### src/rtl/sync_pkg.sv
// sync_pkg -- shared defaults, legal minimums and sizing helper for sync_debounce (rev 1.0)
`default_nettype none

package sync_pkg;

  localparam int WIDTH_DEFAULT           = 8;
  localparam int WIDTH_MIN               = 1;
  localparam int STAGES_DEFAULT          = 2;
  localparam int STAGES_MIN              = 2;
  localparam int DEBOUNCE_CYCLES_DEFAULT = 4;
  localparam int DEBOUNCE_CYCLES_MIN     = 2;

  // Stability counter width: max(1, clog2(cycles)).
  function automatic int cnt_width(input int cycles);
    return (cycles <= 2) ? 1 : $clog2(cycles);
  endfunction

endpackage

`default_nettype wire

### src/rtl/sync_chan.sv
// sync_chan -- one channel: synchronizer chain, optional stability filter, edge pulses (rev 1.0)
// Filter compiled in when SYNC_DEBOUNCE_FILTER_EN is defined.
`default_nettype none

module sync_chan
  import sync_pkg::*;
#(
  parameter int STAGES          = STAGES_DEFAULT,
  parameter int DEBOUNCE_CYCLES = DEBOUNCE_CYCLES_DEFAULT
) (
  input  logic clk,
  input  logic reset,
  input  logic in_i,
  output logic out_o,
  output logic rise_o,
  output logic fall_o
);

  logic [STAGES-1:0] sync_q;
  logic              sync;
  logic              out_q;
  logic              out_d;
  logic              rise_q;
  logic              fall_q;

  always_ff @(posedge clk or negedge reset) begin
    if (!reset) begin
      sync_q <= '0;
    end else begin
      sync_q <= {sync_q[STAGES-2:0], in_i};
    end
  end

  assign sync = sync_q[STAGES-1];

`ifdef SYNC_DEBOUNCE_FILTER_EN
  localparam int              CW       = cnt_width(DEBOUNCE_CYCLES);
  localparam logic [CW-1:0]   CNT_LAST = CW'(DEBOUNCE_CYCLES - 1);

  logic [CW-1:0] cnt_q;
  logic [CW-1:0] cnt_d;

  // Any cycle where sync agrees with out restarts the stability window.
  always_comb begin
    cnt_d = '0;
    out_d = out_q;
    if (sync != out_q) begin
      if (cnt_q == CNT_LAST) begin
        out_d = sync;
      end else begin
        cnt_d = cnt_q + 1'b1;
      end
    end
  end

  always_ff @(posedge clk or negedge reset) begin
    if (!reset) begin
      cnt_q <= '0;
    end else begin
      cnt_q <= cnt_d;
    end
  end
`else
  assign out_d = sync;
`endif

  // Edge pulses are derived from next-state so they align with the new out level.
  always_ff @(posedge clk or negedge reset) begin
    if (!reset) begin
      out_q  <= 1'b0;
      rise_q <= 1'b0;
      fall_q <= 1'b0;
    end else begin
      out_q  <= out_d;
      rise_q <= out_d & ~out_q;
      fall_q <= ~out_d & out_q;
    end
  end

  assign out_o  = out_q;
  assign rise_o = rise_q;
  assign fall_o = fall_q;

endmodule

`default_nettype wire

### src/rtl/sync_debounce.sv
// sync_debounce -- WIDTH independent synchronize/debounce channels with rise/fall pulses (rev 1.0)
// Filter compiled in when SYNC_DEBOUNCE_FILTER_EN is defined.
`default_nettype none

module sync_debounce
  import sync_pkg::*;
#(
  parameter int WIDTH           = WIDTH_DEFAULT,
  parameter int STAGES          = STAGES_DEFAULT,
  parameter int DEBOUNCE_CYCLES = DEBOUNCE_CYCLES_DEFAULT
) (
  input  logic             clk,
  input  logic             reset,
  input  logic [WIDTH-1:0] in,
  output logic [WIDTH-1:0] out,
  output logic [WIDTH-1:0] rise,
  output logic [WIDTH-1:0] fall
);

  if (STAGES < STAGES_MIN) begin : g_bad_stages
    $error("sync_debounce: STAGES=%0d below minimum %0d", STAGES, STAGES_MIN);
  end

  if (DEBOUNCE_CYCLES < DEBOUNCE_CYCLES_MIN) begin : g_bad_debounce
    $error("sync_debounce: DEBOUNCE_CYCLES=%0d below minimum %0d",
           DEBOUNCE_CYCLES, DEBOUNCE_CYCLES_MIN);
  end

  for (genvar i = 0; i < WIDTH; i++) begin : g_chan
    sync_chan #(
      .STAGES          (STAGES),
      .DEBOUNCE_CYCLES (DEBOUNCE_CYCLES)
    ) u_chan (
      .clk    (clk),
      .reset  (reset),
      .in_i   (in[i]),
      .out_o  (out[i]),
      .rise_o (rise[i]),
      .fall_o (fall[i])
    );
  end

endmodule

`default_nettype wire

### config.mk
export PLATFORM = sky130hd
export DESIGN_NAME = sync_debounce
export DESIGN_NICKNAME = d
export VERILOG_FILES = /design/src/rtl/sync_pkg.sv /design/src/rtl/sync_chan.sv /design/src/rtl/sync_debounce.sv
export SDC_FILE = /design/constraint.sdc
export NUM_CORES = 1
export LEC_CHECK = 0
export ABC_AREA = 0
export CORE_ASPECT_RATIO = 0.8
export CORE_MARGIN = 2
export CORE_UTILIZATION = 46
export CTS_BUF_LIST = sky130_fd_sc_hd__clkbuf_16
export DETAILED_ROUTE_END_ITERATION = 8
export PLACE_DENSITY = 0.87
export SLEW_MARGIN = 15
export SYNTH_ARGS = -nofsm -noshare
export SYNTH_HDL_FRONTEND = slang
export SYNTH_SLANG_ARGS = --single-unit
### constraint.sdc
create_clock -name clk -period 0.91 [get_ports clk]
set_input_delay 0.2275 -clock clk [delete_from_list [all_inputs] [get_ports clk]]
set_output_delay 0.2275 -clock clk [all_outputs]
set_load 0.05 [all_outputs]
# Word-level counts from Yosys, hierarchy flattened
# Index checks and enable logic that the tools add are counted.
totals:
  ff_bits: 40
  latch_bits: 0
  ramBits: 0
  mem_bits_ro: 0
  in_bits: 10
  out_inout_bits: 24
  elab_cells: 64
  memories: 0
classes:
  addsub: 0
  mul: 0
  n_div: 0
  magnitude_cmp: 0
  eq_ne: 0
  n_shift: 0
  n_mux: 0
  n_bitwise: 32
  n_reduce_logical: 0
op_table:
  columns: ["op", "count"]
  rows:
  - ["$and 1x1->1", 16]
  - ["$not 1->1", 16]

# Logic depth before layout (Yosys ltp)
logic_depth:
  word_depth: 2
  mapped_depth: 1
  ltp_nobuf: 1

# Cells and area by module
# A second synthesis with hierarchy kept.
unflattened:
  hier_cells: 56
  hier_area_um2: 1121.1
modules_own_cells:
  columns: ["mod", "instances", "cells_each", "area_per_inst_um2", "seq_area_each_um2"]
  rows:
  - ["sync_chan", 8, 7, 140.1, 125.1]

# Worst setup path after synthesis
# No wires, ideal clock.
synth_timing:
  path_kind: "reg2out"
  from: "register g_chan[0].u_chan.out_q"
  to: "output out[0]"
  arrival_time_ps: 540
  required_ps: 682
  path_slack_ps: 143
  stages_incl_launch_ff: 2
  path_buffers: 1
  path_cell_list: "dfrtp_1 buf_4"
synth_lines:
  columns: ["element", "line", "source"]
  rows:
  - ["from (decl)", "sync_chan.sv:21", "logic out_q;"]
  - ["from (signal assigned)", "sync_chan.sv:74", "out_q <= out_d;"]
  - ["to (decl)", "sync_debounce.sv:15", "output logic [WIDTH-1:0] out,"]
# No word-level cell between the ends.

# Worst setup path after layout
layout_timing:
  from: "register g_chan[7].u_chan.out_q"
  to: "output out[7]"
layout_lines:
  columns: ["element", "line"]
  rows:
  - ["from (decl)", "sync_chan.sv:21"]
  - ["from (signal assigned)", "sync_chan.sv:74"]
# No word-level cell between the ends.

==> impl_metrics.ini <==
[outcome]
outcome = complete, but fails checks
violations = setup timing

[setup_path]
cp.arrival_ns = 0.86
r2r_cells = 2
cp-start-kind = register
r2r_end = g_chan[2].u_chan.rise_o$_DFF_PN0_
critPathTopFamily = flip-flops
crit_buf_inv = 1
critPathKind = reg2out
end_kind = output pin
r2r_slack_ns = 0.07
r2r_start = g_chan[2].u_chan.out_o$_DFF_PN0_
cp.required_ns = 0.68
crit_fanout = 3
slowest_stage = dfrtp_2
cpPeakStageDelay_ns = 0.43
crit_chain = buf_12

[worst_hold_path]
min_to = g_chan[6].u_chan.sync_q[1]$_DFF_PN0_
min_path_type = reg2reg
worstHoldStart = g_chan[6].u_chan.sync_q[0]$_DFF_PN0_
hold_path_depth = 0

[detailed_routing]
post_drt_wl_per_cell_um = 12.3
drc = 0
vias = 585
via_per_inst = 4.12
drtIter0Drc = 2
firstDrtPassIters = 2
ant_nets = 0
wl_um = 1750

[placement]
routabilityCongestion = 0.571
hpwl_um = 1260
postPlaceCellArea_um2 = 1790
port_buffers = 33
dp_slack_ns = 0.110

[yosys]
yosys.area.top_type_share_pct = 75.8
ys_ff_latch = 40
synth_top_cell_by_area = dfrtp_1
syn_area_um2 = 1320
postSynthCellCount = 80
avgSynthCellArea_um2 = 16.5
yosysWarnings = 0
yosysSeqAreaShare_pct = 75.8
synth_fp_nets = 90
synth_area_leaders = dfrtp_1 (76%), buf_4 (14%), and2b_2 (11%)
synth.distinct_cells = 3

[timing]
skew_ns = 0.00124
finalCriticalPeriod_ns = 1.09
setup_viol = 24
rsz0062_at_grt = true
drv_slew = 0
fin_crit_sh_pct = 120
setup_ws_ns = -0.178
worstMarginPinSlew_ns = 0.148
finalHoldViolations = 0
fmax_ghz = 0.919
final.setup.tns_ns = -3.64
slew_headroom_pct = 90.1

[flow_run]
cap_viol_max_count = 0

[power]
vdd_drop_max_uv = 1630
seq_power_share_pct = 47.3
switching_power_uw = 951
clkPwrFrac_pct = 38.8
p_total_mw = 4.11
internal_power_mw = 3.15
pwr-share-comb_pct = 13.9
p_leak_nw = 0.931
power.density_nw_per_um2 = 2080
switching_share_pct = 23.2

[floorplan]
rows = 17
start_util_pct = 48.2
dieArea_um2 = 3320
die_height_um = 51.9
coreArea_um2 = 2740
die_x_um = 63.9
num_io_pins = 34

[global_routing]
grt_pass1_wl_um = 2960
grt_max_degree = 21
grt_pass1_vias = 611
antenna_found_initial = 0
overflow = 0
grtUsageTotal_pct = 13.6

[cts]
root_buffer = clkbuf_16
cts_max_level = 2
cts.path.max_buffers = 2
cts.sinks = 40
cts_buffers = 5
clock_latency_ns = 0.28
path_clk_slew_ns = 0.05
cts_tree = built

[cells_and_area]
layout-drive-gt1-share_pct = 51.0
layout_common_cells = dfrtp_1 (39), buf_12 (26), and2b_2 (16)
num_antenna_cells = 0
fin_util_pct = 71.9
area_delta_synth_final_pct = 49.2
design_area_um2 = 1970
mostFrequentLayoutCell = dfrtp_1
fin_nets = 113
power groups by stage:
stage                     registers, mW  logic [mW]  clock network (mW)
after global routing               1.95       0.596                1.72
after floorplan                    1.93       0.320                   0
after detailed placement           1.97       0.560                   0
final                              1.94       0.571                1.59
after CTS                          1.94       0.579                1.64
after global placement             1.97       0.550                   0
worst max-delay path by stage:
stage,startpoint,to,cells after the start
CTS,g_chan[7].u_chan.out_o$_DFF_PN0_,out[7],1
global route,g_chan[7].u_chan.out_o$_DFF_PN0_,out[7],1
detailed placement,g_chan[7].u_chan.out_o$_DFF_PN0_,out[7],1
floorplan,g_chan[0].u_chan.out_o$_DFF_PN0_,out[0],1
finish,g_chan[7].u_chan.out_o$_DFF_PN0_,out[7],1
global placement,g_chan[1].u_chan.out_o$_DFF_PN0_,out[1],1
synth_stat cells (all sizes together):
cell and instances:
buf 24, dfrtp 40, and2b 16
per-layer routing:
layer  vias up  share of wire, %  wire length (um)  GRT usage (%)
met1       286                33               586           12.0
met4         0               3.3                57           12.0
met3         6                10               180           7.79
li1        266                 -                 -              -
met5         -                 0                 0              0
met2        27                53               929           22.2
metrics by stage:
step	hold slack, ns	std cells
after global placement	0.207	129
after CTS	0.347	142
after global routing	0.353	142
after floorplan	-0.0681	80
final	0.345	142
after detailed placement	0.222	129
sequential cells by signal, summed over array words and instances (netlist names):
signal	count
g_chan.u_chan.fall_o	8
g_chan.u_chan.out_o	8
g_chan.u_chan.rise_o	8
g_chan.u_chan.sync_q	16
cells by family after synthesis:
| family | count (synthesis) | synth area share, % |
|---|---|---|
| buf+inv | 24 | 13.6 |
| flops | 40 | 75.8 |
| simple gates | 16 | 10.6 |
layout make-up:
cell class / instances / area [um^2]
clock buffers: 5 / 125
clock inverters: 3 / 11.3
fillers: 173 / 772
multi-input cells: 16 / 140
flip-flops and latches: 40 / 1000
well taps: 38 / 47.5
repair buffers: 40 / 646
what timing repair did:
action                                 CTS  global route
setup endpoints to repair               24            24
gates resized for setup                  0             1
hold buffers                             1             0
endpoints found under the hold margin   40             0
setup buffers                            4             0
Power figures use the tool's default switching activity.
